File: config.mk
export PLATFORM = sky130hd
export DESIGN_NAME = score_keeper_flat
export DESIGN_NICKNAME = d
export VERILOG_FILES = /design/src/rtl/score_keeper_if.sv /design/src/rtl/score_keeper.sv /design/src/flat_wrapper.sv
export SDC_FILE = /design/constraint.sdc
export NUM_CORES = 1
export LEC_CHECK = 0
export CAP_MARGIN = 30
export CORE_ASPECT_RATIO = 1.1
export CORE_MARGIN = 4
export CORE_UTILIZATION = 50
export CTS_CLUSTER_SIZE = 10
export DETAILED_ROUTE_END_ITERATION = 12
export PLACE_DENSITY = 0.74
export SETUP_SLACK_MARGIN = 0.1
export SLEW_MARGIN = 20
export SYNTH_ARGS = -nofsm -noshare
export SYNTH_HDL_FRONTEND = slang
export SYNTH_SLANG_ARGS = --single-unit
File: constraint.sdc
create_clock -name clk_1khz -period 2.5 [get_ports clk_1khz]
set_input_delay 0.25 -clock clk_1khz [delete_from_list [all_inputs] [get_ports clk_1khz]]
set_output_delay 0.25 -clock clk_1khz [all_outputs]
set_load 0.05 [all_outputs]
File: src/rtl/score_keeper_if.sv
// Button and score bundle between the scoreboard front panel and score_keeper.
// Buttons flow master -> slave; BCD score digits and the change event flow back.
`timescale 1ns/1ps
interface score_keeper_if;
  logic       p1_inc_i;
  logic       p1_dec_i;
  logic       p2_inc_i;
  logic       p2_dec_i;
  logic       clear_i;
  logic [3:0] p1_tens_o;
  logic [3:0] p1_ones_o;
  logic [3:0] p2_tens_o;
  logic [3:0] p2_ones_o;
  logic       score_evt_o;

  modport master (
    output p1_inc_i, p1_dec_i, p2_inc_i, p2_dec_i, clear_i,
    input  p1_tens_o, p1_ones_o, p2_tens_o, p2_ones_o, score_evt_o
  );

  modport slave (
    input  p1_inc_i, p1_dec_i, p2_inc_i, p2_dec_i, clear_i,
    output p1_tens_o, p1_ones_o, p2_tens_o, p2_ones_o, score_evt_o
  );
endinterface

File: src/rtl/score_keeper.sv
// Debounces five raw buttons and keeps two saturating 2-digit BCD scores.
// Each debounced press yields one update; score_evt_o pulses after any change.
`timescale 1ns/1ps
module score_keeper #(
  parameter int unsigned DEBOUNCE_MS = 20
) (
  input  logic          clk_1khz,
  input  logic          rst_i,
  score_keeper_if.slave bus
);

  localparam logic [7:0] CNT_LAST = 8'(DEBOUNCE_MS - 1);

  // Button order: {clear, p2_dec, p2_inc, p1_dec, p1_inc}
  logic [4:0] raw;
  logic [4:0] s1, s2, stable, armed, press;
  logic [7:0] cnt [5];
  logic [1:0] fill;

  assign raw = {bus.clear_i, bus.p2_dec_i, bus.p2_inc_i, bus.p1_dec_i, bus.p1_inc_i};

  // armed blocks a press from a button held across reset; it is set only once the
  // synchroniser carries real samples (fill) and the button is seen low and settled low.
  always_ff @(posedge clk_1khz) begin
    if (rst_i) begin
      s1     <= '0;
      s2     <= '0;
      stable <= '0;
      armed  <= '0;
      press  <= '0;
      fill   <= '0;
      for (int unsigned i = 0; i < 5; i++) cnt[i] <= '0;
    end else begin
      s1    <= raw;
      s2    <= s1;
      fill  <= {fill[0], 1'b1};
      press <= '0;
      for (int unsigned i = 0; i < 5; i++) begin
        if (s2[i] == stable[i]) begin
          cnt[i] <= '0;
        end else if (cnt[i] == CNT_LAST) begin
          stable[i] <= s2[i];
          cnt[i]    <= '0;
          press[i]  <= s2[i] & armed[i];
        end else begin
          cnt[i] <= cnt[i] + 8'd1;
        end
        if (fill[1] && !s2[i] && !stable[i]) armed[i] <= 1'b1;
      end
    end
  end

  function automatic logic [7:0] bcd_step(input logic [7:0] v, input logic inc, input logic dec);
    logic [7:0] r;
    r = v;
    if (inc && !dec) begin
      if (v[3:0] != 4'd9)      r[3:0] = v[3:0] + 4'd1;
      else if (v[7:4] != 4'd9) r = {v[7:4] + 4'd1, 4'd0};
    end else if (dec && !inc) begin
      if (v[3:0] != 4'd0)      r[3:0] = v[3:0] - 4'd1;
      else if (v[7:4] != 4'd0) r = {v[7:4] - 4'd1, 4'd9};
    end
    return r;
  endfunction

  logic [7:0] p1_score, p2_score, p1_next, p2_next;
  logic       evt;

  always_comb begin
    p1_next = bcd_step(p1_score, press[0], press[1]);
    p2_next = bcd_step(p2_score, press[2], press[3]);
    if (press[4]) begin
      p1_next = '0;
      p2_next = '0;
    end
  end

  always_ff @(posedge clk_1khz) begin
    if (rst_i) begin
      p1_score <= '0;
      p2_score <= '0;
      evt      <= 1'b0;
    end else begin
      p1_score <= p1_next;
      p2_score <= p2_next;
      evt      <= (p1_next != p1_score) || (p2_next != p2_score);
    end
  end

  assign bus.p1_tens_o   = p1_score[7:4];
  assign bus.p1_ones_o   = p1_score[3:0];
  assign bus.p2_tens_o   = p2_score[7:4];
  assign bus.p2_ones_o   = p2_score[3:0];
  assign bus.score_evt_o = evt;

endmodule

File: src/flat_wrapper.sv
// flat-port wrapper written by rule: the top's interface ports become plain ports
module score_keeper_flat 
#(
  parameter int unsigned DEBOUNCE_MS = 20
)
  (clk_1khz, rst_i, bus_p1_inc_i, bus_p1_dec_i, bus_p2_inc_i, bus_p2_dec_i, bus_clear_i, bus_p1_tens_o, bus_p1_ones_o, bus_p2_tens_o, bus_p2_ones_o, bus_score_evt_o);
  score_keeper_if bus_i ();
  input  logic clk_1khz;
  input  logic rst_i;
  input wire logic [$bits(bus_i.p1_inc_i)-1:0] bus_p1_inc_i;
  input wire logic [$bits(bus_i.p1_dec_i)-1:0] bus_p1_dec_i;
  input wire logic [$bits(bus_i.p2_inc_i)-1:0] bus_p2_inc_i;
  input wire logic [$bits(bus_i.p2_dec_i)-1:0] bus_p2_dec_i;
  input wire logic [$bits(bus_i.clear_i)-1:0] bus_clear_i;
  output wire logic [$bits(bus_i.p1_tens_o)-1:0] bus_p1_tens_o;
  output wire logic [$bits(bus_i.p1_ones_o)-1:0] bus_p1_ones_o;
  output wire logic [$bits(bus_i.p2_tens_o)-1:0] bus_p2_tens_o;
  output wire logic [$bits(bus_i.p2_ones_o)-1:0] bus_p2_ones_o;
  output wire logic [$bits(bus_i.score_evt_o)-1:0] bus_score_evt_o;
  assign bus_i.p1_inc_i = bus_p1_inc_i;
  assign bus_i.p1_dec_i = bus_p1_dec_i;
  assign bus_i.p2_inc_i = bus_p2_inc_i;
  assign bus_i.p2_dec_i = bus_p2_dec_i;
  assign bus_i.clear_i = bus_clear_i;
  assign bus_p1_tens_o = bus_i.p1_tens_o;
  assign bus_p1_ones_o = bus_i.p1_ones_o;
  assign bus_p2_tens_o = bus_i.p2_tens_o;
  assign bus_p2_ones_o = bus_i.p2_ones_o;
  assign bus_score_evt_o = bus_i.score_evt_o;
  score_keeper #(.DEBOUNCE_MS(DEBOUNCE_MS)) u_core (.clk_1khz(clk_1khz), .rst_i(rst_i), .bus(bus_i));
endmodule
* Word level (Yosys, flattened, before mapping)
Memories as Yosys holds them, arrays and structs flattened. Index checks and enable logic that the tools add are counted. Widths: inputs -> output; s select.
Storage, ports and cells: bits in registers 44, memory bits (writable) 40, bits of input ports 7, output and inout bits 17, logic and storage cells 216, memories 1
Operators by class: $add $sub $neg 13, equality and inequality tests 16, mux-type cells 91, bitwise operators 30, reduce and logical (&&, ||, !) cells 43
Memories:
- u_core.cnt | words 5, bits a word 8, rd ports 5, clocked after memory_dff 0, write ports 5, RTL line score_keeper.sv:17 | logic [7:0] cnt [5];
Operators by type and width (number):
- $mux 8 | 25
- $mux 1 | 58
- $add 8x1->8 const B | 5
- $eq 8x5->1 const B | 5
- $mux 4 | 8
- $add 4x1->4 const B | 4
- $ne 4x4->1 const B | 4
- $ne 8x8->1 | 2
- $reduce_bool 4->1 | 4
- $sub 4x1->4 const B | 4
- $or 1x1->1 | 15
- $reduce_or 3->1 | 5
- $logic_and 1x1->1 | 14
- $logic_not 1->1 | 14
- $not 1->1 | 10
- $reduce_and 2->1 | 5
- $and 1x1->1 | 5
- $eq 1x1->1 | 5
- $logic_or 1x1->1 | 1

* Longest topological paths before layout
Gate-level depths: netlist of run 1.
word-level depth 8, gate-level depth with buffers 10, gate-level depth less buffers 8

* Worst setup path after synthesis of run 1
OpenSTA, ideal clock, no wires.
path kind register -> register, start reg u_core.p1_score[1], end reg u_core.evt, in the netlist u_core.bus.score_evt_o, library setup time 0.138 ns, arrival 2.544 ns, required time 2.362 ns, setup slack -0.182 ns, stages on the path, launching flop included 11, buffers on the path 2, period minus slack after synthesis 2.682 ns, path through dfxtp_1 -> clkbuf_1 -> inv_1 -> ha_1 -> or3b_1 -> clkbuf_1 -> nor3_1 -> a2111oi_0 -> a21oi_1 -> a221oi_1 -> a41oi_1
On the way: cells in the longest elaborated chain, start to end 7, elaborated cells on any way between the ends 15, those cells by class 2 x add/sub; 2 x eq/ne; 9 x mux; 2 x reduce/logical
Ends and longest elaborated chain:
- start, declared | RTL line score_keeper.sv:66 | logic [7:0] p1_score, p2_score, p1_next, p2_next;
- start signal, assigned | RTL line score_keeper.sv:84 | p1_score <= p1_next;
- $sub 4x1->4, or another cell as far along | RTL line score_keeper.sv:60 | if (v[3:0] != 4'd0) r[3:0] = v[3:0] - 4'd1;
- $mux 4 | RTL line score_keeper.sv:60
- $mux 8 | RTL line score_keeper.sv:59 | end else if (dec && !inc) begin
- $mux 8 | RTL line score_keeper.sv:56 | if (inc && !dec) begin
- $mux 8 | RTL line score_keeper.sv:72 | if (press[4]) begin
- $ne 8x8->1 * | RTL line score_keeper.sv:86 | evt <= (p1_next != p1_score) || (p2_next != p2_score);
- $logic_or 1x1->1 * | RTL line score_keeper.sv:86
- end signal, assigned | RTL line score_keeper.sv:86
- end, declared | RTL line score_keeper.sv:67 | logic evt;
Mark *: on every way between the ends. The rest lies on a longest branch, timed or not. A chain may end at the register's enable or synchronous reset.

* Worst setup path after layout of run 1
start reg u_core.p2_score[1], end reg u_core.evt, in the netlist u_core.bus.score_evt_o
On the way: cells in the longest elaborated chain, start to end 7, elaborated cells on any way between the ends 15, those cells by class 2 x add/sub; 2 x eq/ne; 9 x mux; 2 x reduce/logical
Ends and longest elaborated chain:
- start, declared | RTL line score_keeper.sv:66
- start signal, assigned | RTL line score_keeper.sv:85 | p2_score <= p2_next;
- $sub 4x1->4, or another cell as far along | RTL line score_keeper.sv:60
- $mux 4 | RTL line score_keeper.sv:60
- $mux 8 | RTL line score_keeper.sv:59
- $mux 8 | RTL line score_keeper.sv:56
- $mux 8 | RTL line score_keeper.sv:72
- $ne 8x8->1 * | RTL line score_keeper.sv:86
- $logic_or 1x1->1 * | RTL line score_keeper.sv:86
Marked as above.

==> metrics.md, run 1 <==
| Metric | Value |
|---|---|
| Status | finished, final reports clean |
| Asr flop ratio synth | 0 |
| Die Y-Extent | 111 um |
| CTS buffer count | 9 |
| Residual DRC | 0 |
| FF+latch count, synth | 84 |
| Area growth from synthesis to layout | 14.8% |
| Pint | 2.12 mW |
| Slowest cell delay on critical path | 0.43 ns |
| Reg2Reg Setup Slack | 0.23 ns |
| Initial Util | 0.513 |
| Synthesized instance count | between 500 and 600 |
| Total negative slack | 0 ns |
| LEAKAGE | ~2.0 nW |
| Worst-margin pin slew | 0.582 ns |
| Synth warnings | 0 |
| Post-Route WL | 10,100 um |
| Commonest non-fill, non-tap cell in the layout | nor2_1 |
| Critical path fanouts, max | 10 |
| Seq pwr share | 0.557 |
| EDFF count, synth | 40 |
| CTS HTree Levels | 3 |
| Final period demand of the worst path | 2.27 ns |
| Input/output buffers | 23 |
| Nets | 604 |
| Synthesized area | around 4800 um2 |
| Rel. slew slack | 0.608 |
| Final-report hold violation count | 0 |
| Mapped Avg Cell Area | slightly above 9 um2 |
| # rows | 37 |
| Io pins | 24 |
| Clock skew | 0.0142 ns |
| CP delay by family, top | simple AND/OR/NAND/NOR gates |
| Crit-path cells | inv_1, ha_1, or3b_1, nor3_1, o41ai_1, a22oi_1, nor2_1, a41oi_1 |
| Initial antenna violation count | 0 |
| Worst EP required | 2.77 ns |
| Synth area leaders | edfxtp_1 25%, dfxtp_1 18%, nor2_1 5.8% |
| Synth top area share | 0.249 |
| First-pass GRT wire length | 17,200 um |
| Max Clock Freq | roughly 440 MHz |
| HPWL after detailed placement | 7240 um |
| Switch Pwr | 0.625 mW |
| 1st-iter DRT viols | 220 |
| Core ar. | 9400 um2 |
| CTS tree | yes |
| CTS Hold Buffers Added | 0 |
| Max-cap viol count | 0 |
| Die area | 11,300 um2 |
| Clock power share | 0.387 |
| Post-synth top area cell | edfxtp_1 |
| Hold_ws | approximately 0.44 ns |
| Comb pwr share | 0.056 |
| Clock net sink count | 84 |
| Via/cell ratio | 5.68 |
| Maximum vdd drop | 0.000486 V |
| Hold WC Path Type | flop to flop |
| Synth Flop Type | dfxtp_1 |
| CTS Root Cell | clkbuf_8 |
| Period utilisation layout | 0.908 |
| Synth cell types | 68 |
| Final-layout fill cell count | 833 |
| Worst setup margin | 0.229 ns |
| CTS clk-pin slew, worst paths | approximately 0.10 ns |
| Post-route ant nets | 0 |
| GRT Overall Usage | 0.186 |
| RSZ-0062 raised after global routing | no |
| FF+latch area | 2090 um2 |
| Die W | roughly 100 um |
| Pre-CTS WS | between 0.15 and 0.2 ns |
| Longest Clk Path Bufs | 2 |
| Area taken by multi-input logic gates | roughly 2700 um2 |
| Fin area | between 5000 and 6000 um2 |
| Final setup fails | 0 |
| Critical path capture point type | flop |
| Most frequent cells in the layout | 75 x nor2_1, 40 x dfxtp_1, 40 x edfxtp_1, 40 x conb_1, 27 x nand3_1 |
| First drt pass iteration count | 5 |
| Sw Ratio | 0.228 |
| Largest net degree at the start of global routing | 20 |
| Detailed-route via count | 3,987 |
| Worst path slowest cell | or3b_1 |
| Sequential share of the synthesized area | 0.432 |
| Clk Latency, worst-skew pair | 0.36 ns |
| Final Power | 2.74 mW |
| Worst Path Arrival | 2.54 ns |
| Critical path buffers and inverters | 1 |
| Max Slew Vio Count | 0 |
| Share of cells above drive strength 1 | 0.0872 |
| Routed len/inst | 14.4 um |
| Global route overflow | 0 |
| Pwr/cell area | 495 nW/um2 |
| Number of diodes | 0 |
| WS Path Type | flop to flop |
| Critical Path Start Type | flop |
| Routability congestion estimate | 0.916 |
| Placed inst area | 5260 um2 |
| Vias in the first global route | 3,744 |
-- Yosys cell counts (all sizes together), types with 3 or more instances --
library cell / number
a21oi: 20
nand4: 14
mux2i: 5
nand2: 26
o21ai: 21
o31a: 3
and3b: 4
o31ai: 3
nor3: 18
nor4: 12
or3: 10
inv: 22
or4: 3
nor4b: 4
nand2b: 4
nand3: 27
dfxtp: 44
buf: 12
and3: 4
a211oi: 10
xor2: 22
clkbuf: 15
nand3b: 4
a31oi: 3
o2111ai: 3
nor2b: 16
and2: 5
edfxtp: 40
ha: 17
nor2: 75
nor3b: 4
xnor2: 15
-- power groups by stage --
stage / registers [mW] / logic [mW] / clock network [mW]
floorplan: 1.56 / 0.105 / 0
global placement: 1.56 / 0.148 / 0
detailed placement: 1.56 / 0.151 / 0
CTS: 1.53 / 0.152 / 1.10
global route: 1.53 / 0.176 / 1.15
finish: 1.53 / 0.155 / 1.06
-- repair_timing --
item | in CTS | in global routing
setup endpoints to repair | 0 | 1
buffers inserted | 0 | 1
gates resized for setup | 0 | 13
-- sequential cells by signal (all words and copies together) (netlist names) --
register,cells
u_core.armed,5
u_core.bus.score_evt_o,1
u_core.cnt,40
u_core.fill,2
u_core.p1_score,8
u_core.p2_score,8
u_core.press,5
u_core.s1,5
u_core.s2,5
u_core.stable,5
-- worst paths after layout --
path         cells after the start                from                     end
max                              8  u_core.p2_score[1]  u_core.bus.score_evt_o
min                              1        u_core.s1[4]            u_core.s2[4]
max reg2reg                      8  u_core.p2_score[1]  u_core.bus.score_evt_o
min reg2reg                      1        u_core.s1[4]            u_core.s2[4]
-- per-stage QoR --
stage,utilization,std cells
after floorplan,-,562
after global placement,0.559,685
after detailed placement,0.559,685
after CTS,0.582,701
after global routing,0.589,702
final,0.589,702
-- area by class of cell --
class                      count  share of cell area
sequential                    84               0.378
inverter                      22              0.0149
clock inverter                 6              0.0156
multi-input combinational    429               0.486
timing repair buffer          34              0.0565
clock buffer                  10              0.0230
tap                          117              0.0264
-- worst reg2reg max path, cell delays in order (launching register included) --
cell     delay (ns)
dfxtp_2        0.39
inv_1          0.13
ha_1           0.27
or3b_1         0.44
nor3_1         0.37
o41ai_1        0.14
a22oi_1        0.21
nor2_1         0.07
a41oi_1        0.17
-- metal layers --
layer | GRT usage | share of wire
met2 | 0.295 | 0.47
met4 | 0.0931 | 0.029
met1 | 0.244 | 0.45
met3 | 0.0271 | 0.052
met5 | 0 | 0
-- logic make-up (layout without fill, tap and decap cells) --
kind of cell    count (synthesis)  in the layout  synth area share
fa+ha+maj                      18             18            0.0462
simple gates                  239            239             0.263
compound gates                 90             90             0.127
flops                          84             84             0.432
xor+xnor                       37             37            0.0672
mux                             5              5            0.0104
buf+inv                        49             72            0.0539
other cells                     1             40          0.000777
No activity file was read; power rests on OpenSTA's default activity.
==> inputs of run 2 (changes only) <==
--- a/config.mk
+++ b/config.mk
@@ -6,7 +6,6 @@
 export NUM_CORES = 1
 export LEC_CHECK = 0
 export CAP_MARGIN = 30
-export CORE_ASPECT_RATIO = 1.1
 export CORE_MARGIN = 4
 export CORE_UTILIZATION = 50
 export CTS_CLUSTER_SIZE = 10
==> metrics.md, run 2 (synthesis gave the netlist of run 1 again) <==
| Metric | Value |
|---|---|
| Status | finished, final reports clean |
| Worst r2r src | u_core.p1_score[5] |
| FF+latch area | approximately 2100 um2 |
| Reg2Reg Setup Slack | roughly 0.18 ns |
| Routed len/inst | between 10 and 15 um |
| Number of diodes | 0 |
| Fin util | 0.589 |
| Core ar. | 9330 um2 |
| HP Start | u_core.s1[4] |
| 1st-iter DRT viols | 284 |
| Reg2reg path depth | 8 |
| Die W | 106 um |
| Crit-path cells | inv_1, ha_1, nor3b_4, and2_1, a211oi_1, or4_1, xnor2_1, a41oi_1 |
| Worst Path Arrival | approximately 2.5 ns |
| Critical path capture point type | flop |
| CTS Root Cell | clkbuf_8 |
| Critical Path Start Type | flop |
| Hold_ws | 0.444 ns |
| RSZ-0062 raised after global routing | no |
| Slowest cell delay on critical path | 0.46 ns |
| Pint | 1.91 mW |
| Area taken by multi-input logic gates | 2670 um2 |
| Max-cap viol count | 0 |
| Worst EP required | approximately 2.7 ns |
| Post-route ant nets | 0 |
| Rel. slew slack | 0.628 |
| Routability congestion estimate | approximately 0.94 |
| Pwr/cell area | 459 nW/um2 |
| WP depth | 8 |
| CTS clk-pin slew, worst paths | 0.08 ns |
| CTS HTree Levels | 3 |
| Input/output buffers | 23 |
| Final-layout fill cell count | 840 |
| Share of cells above drive strength 1 | 0.0805 |
| Critical path fanouts, max | 7 |
| Final setup fails | 0 |
| Commonest non-fill, non-tap cell in the layout | nor2_1 |
| GRT Overall Usage | 0.181 |
| LEAKAGE | just under 2 nW |
| Final Power | ~2.5 mW |
| Area growth from synthesis to layout | 13.8% |
| Clock skew | about 0.0074 ns |
| Max Clock Freq | 430 MHz |
| Die area | 11,300 um2 |
| Largest net degree at the start of global routing | 35 |
| WS Path Type | flop to flop |
| Worst path slowest cell | or4_1 |
| HPWL after detailed placement | 7160 um |
| Pre-CTS WS | 0.179 ns |
| Top Registers | u_core.cnt: 40 flops, u_core.p1_score: 8 flops, u_core.p2_score: 8 flops |
| Critical path buffers and inverters | 1 |
| Vias in the first global route | 3,754 |
| Clock net sink count | 84 |
| Hold WC Path Type | flop to flop |
| Nets | 603 |
| Residual DRC | 0 |
| Switch Pwr | roughly 0.6 mW |
| CP Launch Point | u_core.p1_score[5] |
| Initial antenna violation count | 0 |
| Io pins | 24 |
| Hold Crit Depth | 1 |
| Seq pwr share | 0.605 |
| Final-report hold violation count | 0 |
| First drt pass iteration count | 5 |
| Global route overflow | 0 |
| Initial Util | 0.517 |
| Total negative slack | 0 ns |
| Longest Clk Path Bufs | 2 |
| CP delay by family, top | simple AND/OR/NAND/NOR gates |
| Sw Ratio | 0.242 |
| Most frequent cells in the layout | 75 x nor2_1, 40 x edfxtp_1, 40 x conb_1 |
| CTS buffer count | 9 |
| Max Slew Vio Count | 0 |
| Maximum vdd drop | 0.000377 V |
| Period utilisation layout | 0.930 |
| First-pass GRT wire length | 17,000 um |
| Clock power share | 0.333 |
| Comb pwr share | 0.062 |
| Via/cell ratio | between 5 and 6 |
| Worst setup margin | approximately 0.18 ns |
| CTS tree | yes |
| Final period demand of the worst path | 2.32 ns |
| Post-Route WL | ~10000 um |
| Top reg by flops | u_core.cnt |
| Die Y-Extent | around 110 um |
| Detailed-route via count | 3,999 |
| Clk Latency, worst-skew pair | 0.34 ns |
| # rows | 35 |
| Number of flip-flops in the largest register | 40 |
| Worst-margin pin slew | 0.552 ns |
==> run 2: changes by cell type in the layout (fill, tap and decap cells not counted), sizes merged <==
cell,previous run,this run
bufinv,2,0
buf,11,10
inv,24,23
clkinv,2,5
==> run 2: what timing repair did <==
action | 4_1_cts | 5_1_grt
gates resized for setup | 0 | 11
endpoints found under the setup margin | 0 | 1
setup buffers | 0 | 3
hold buffers | 0 | 0
==> run 2: per-stage QoR <==
| stage | area (um2) | std cells |
|---|---|---|
| 6_report | 5490 | 713 |
| 5_1_grt | 5490 | 713 |
| 4_1_cts | 5430 | 710 |
| 3_5_place_dp | 5260 | 694 |
| 3_3_place_gp | 5260 | 694 |
| 2_1_floorplan | 4980 | 562 |
==> run 2: power groups by stage <==
stage	clock (mW)	combinational (mW)	sequential [mW]
floorplan	0	0.105	1.56
global placement	0	0.148	1.56
detailed placement	0	0.152	1.56
CTS	0.879	0.153	1.53
global route	0.932	0.176	1.53
finish	0.841	0.156	1.53
==> run 2: worst paths after layout <==
kind | end
worst max-delay path | u_core.bus.score_evt_o
worst min-delay path | u_core.s2[4]
worst max register to register | u_core.bus.score_evt_o
worst min register to register | u_core.s2[4]
==> run 2: final cells by class <==
cell class,instances,share of cell area
Sequential cell,84,0.382
Timing Repair Buffer,33,0.0579
Clock buffer,10,0.0232
Multi-Input combinational cell,429,0.486
Inverter,22,0.0150
Tap cell,129,0.0294
Clock inverter,6,0.00706
==> run 2: layer usage <==
| layer | part of all wire | global-route usage |
|---|---|---|
| met1 | 0.45 | 0.228 |
| met2 | 0.50 | 0.313 |
| met3 | 0.045 | 0.0376 |
| met4 | 0.0066 | 0.0537 |
| met5 | 0 | 0 |
==> inputs of run 3 (changes only) <==
--- a/config.mk
+++ b/config.mk
@@ -10,7 +10,7 @@
 export CORE_UTILIZATION = 50
 export CTS_CLUSTER_SIZE = 10
 export DETAILED_ROUTE_END_ITERATION = 12
-export PLACE_DENSITY = 0.74
+export PLACE_DENSITY = 0.69
 export SETUP_SLACK_MARGIN = 0.1
 export SLEW_MARGIN = 20
 export SYNTH_ARGS = -nofsm -noshare
==> metrics.md, run 3 (synthesis gave the netlist of run 1 again) <==
| Metric | Value |
|---|---|
| Status | finished, final reports clean |
| Die W | around 110 um |
| GRT Overall Usage | 0.180 |
| Max Slew Vio Count | 0 |
| Largest net degree at the start of global routing | 19 |
| LEAKAGE | 2.00 nW |
| Io pins | 24 |
| Reg2Reg Setup Slack | roughly 0.25 ns |
| Period utilisation layout | 0.902 |
| Initial antenna violation count | 0 |
| Clock skew | 0.0141 ns |
| Hold Path Sink | u_core.fill[1] |
| Reg2reg path depth | 8 |
| Pwr/cell area | 485 nW/um2 |
| Final period demand of the worst path | 2.25 ns |
| Longest Clk Path Bufs | 2 |
| Nets | 605 |
| Met1 WL | 4700 um |
| First-pass GRT wire length | 16,600 um |
| Hold WC Path Type | flop to flop |
| Die area | 11,300 um2 |
| Post-route ant nets | 0 |
| Input/output buffers | 23 |
| Max-cap viol count | 0 |
| Final-layout fill cell count | 861 |
| HPWL after detailed placement | 7210 um |
| Post-Route WL | 9920 um |
| 1st-iter DRT viols | ~220 |
| Hold Crit Depth | 1 |
| Routed len/inst | 13.9 um |
| FF+latch area | 2090 um2 |
| HP Start | u_core.fill[0] |
| Final-report hold violation count | 0 |
| Number of flip-flops in the largest register | 40 |
| Critical Path Start Type | flop |
| CTS buffer count | 9 |
| Maximum vdd drop | approximately 0.0003 V |
| Commonest non-fill, non-tap cell in the layout | nor2_1 |
| Detailed-route via count | 3,911 |
| Share of cells above drive strength 1 | 0.0870 |
| Area growth from synthesis to layout | 14.6% |
| Via/cell ratio | 5.47 |
| RR Endpoint | u_core.bus.score_evt_o |
| CTS Hold Buffers Added | 0 |
| Worst-margin pin slew | 0.616 ns |
| Residual DRC | 0 |
| Critical path fanouts, max | 10 |
| Clock net sink count | 84 |
| Clk Latency, worst-skew pair | 0.35 ns |
| Area taken by multi-input logic gates | 2670 um2 |
| Total negative slack | 0 ns |
| Global route overflow | 0 |
| Core ar. | slightly above 9000 um2 |
| WS Path Type | flop to flop |
| Final setup fails | 0 |
| # rows | 35 |
| Routability congestion estimate | 0.920 |
| Worst r2r src | u_core.p2_score[1] |
| Top reg by flops | u_core.cnt |
| Top routing layer in use | met4 |
| Worst EP required | 2.73 ns |
| Met2 wire length | roughly 4700 um |
| Most frequent cells in the layout | 75 x nor2_1, 40 x dfxtp_1, 40 x edfxtp_1, 40 x conb_1, 27 x nand3_1 |
| Fin util | 0.593 |
| Initial Util | 0.517 |
| CTS tree | yes |
| Max Clock Freq | between 400 and 500 MHz |
| CTS Root Cell | clkbuf_8 |
| Worst Path Arrival | 2.49 ns |
| Top Registers | u_core.cnt: 40 flops, u_core.p1_score: 8 flops, u_core.p2_score: 8 flops |
| Met3 WL | 361 um |
| Die Y-Extent | 106 um |
| Rel. slew slack | 0.584 |
| RSZ-0062 raised after global routing | no |
| Vias in the first global route | 3,587 |
| CTS clk-pin slew, worst paths | 0.10 ns |
| First drt pass iteration count | 5 |
| CTS HTree Levels | 3 |
| Number of diodes | 0 |
| Critical path capture point type | flop |
==> run 3: through the flow <==
stage / instance area [um2] / total power, mW / instances / hold slack, ns / worst slack (ns)
after floorplan: 4980 / 1.66 / 562 / 0.351 / 0.105
after global placement: 5280 / 1.70 / 698 / 0.417 / 0.213
after detailed placement: 5280 / 1.71 / 698 / 0.420 / 0.190
after CTS: 5480 / 2.71 / 714 / 0.439 / 0.184
after global routing: 5530 / 2.80 / 715 / 0.439 / 0.0885
final: 5530 / 2.68 / 715 / 0.438 / 0.246
==> run 3: worst max path at each step <==
stage / to / slack (ns) / start
final: u_core.bus.score_evt_o / 0.25 / u_core.p2_score[1]
after detailed placement: u_core.bus.score_evt_o / 0.19 / u_core.p2_score[4]
after floorplan: u_core.bus.score_evt_o / 0.11 / u_core.p2_score[0]
after global placement: u_core.bus.score_evt_o / 0.21 / u_core.p2_score[1]
after CTS: u_core.bus.score_evt_o / 0.18 / u_core.p2_score[4]
after global routing: u_core.bus.score_evt_o / 0.09 / u_core.p2_score[4]
==> run 3: repair_timing <==
| item | in CTS | in global routing |
|---|---|---|
| setup buffers | 0 | 1 |
| gates resized for setup | 0 | 10 |
| hold endpoints to repair | 0 | 0 |
| setup endpoints to repair | 0 | 1 |
==> run 3: power by group <==
group / leakage (nW) / internal (mW) / switching, mW
Sequential: 0.774 / 1.48 / 0.0418
Clock: 0.0950 / 0.475 / 0.529
Combinational: 1.13 / 0.0663 / 0.0871
==> run 3: critical path, cell delays in order, from the launching register on <==
cell,delay (ns)
dfxtp_4,0.40
inv_1,0.10
ha_1,0.24
or3b_4,0.28
o21ai_0,0.12
a222oi_1,0.41
o2111ai_1,0.17
nor4b_2,0.30
a41oi_1,0.13
==> run 3: cell type report <==
class,count,area share
Multi-Input combinational cell,429,0.483
Sequential cell,84,0.379
Timing Repair Buffer,35,0.0579
Tap cell,129,0.0292
Clock buffer,10,0.0231
Inverter,22,0.0149
Clock inverter,6,0.0133
==> run 3: per-layer routing <==
layer	track usage	up-vias
li1	-	1969
met1	0.242	1842
met2	0.289	86
met3	0.0310	14
met4	0.0675	0
met5	0	-
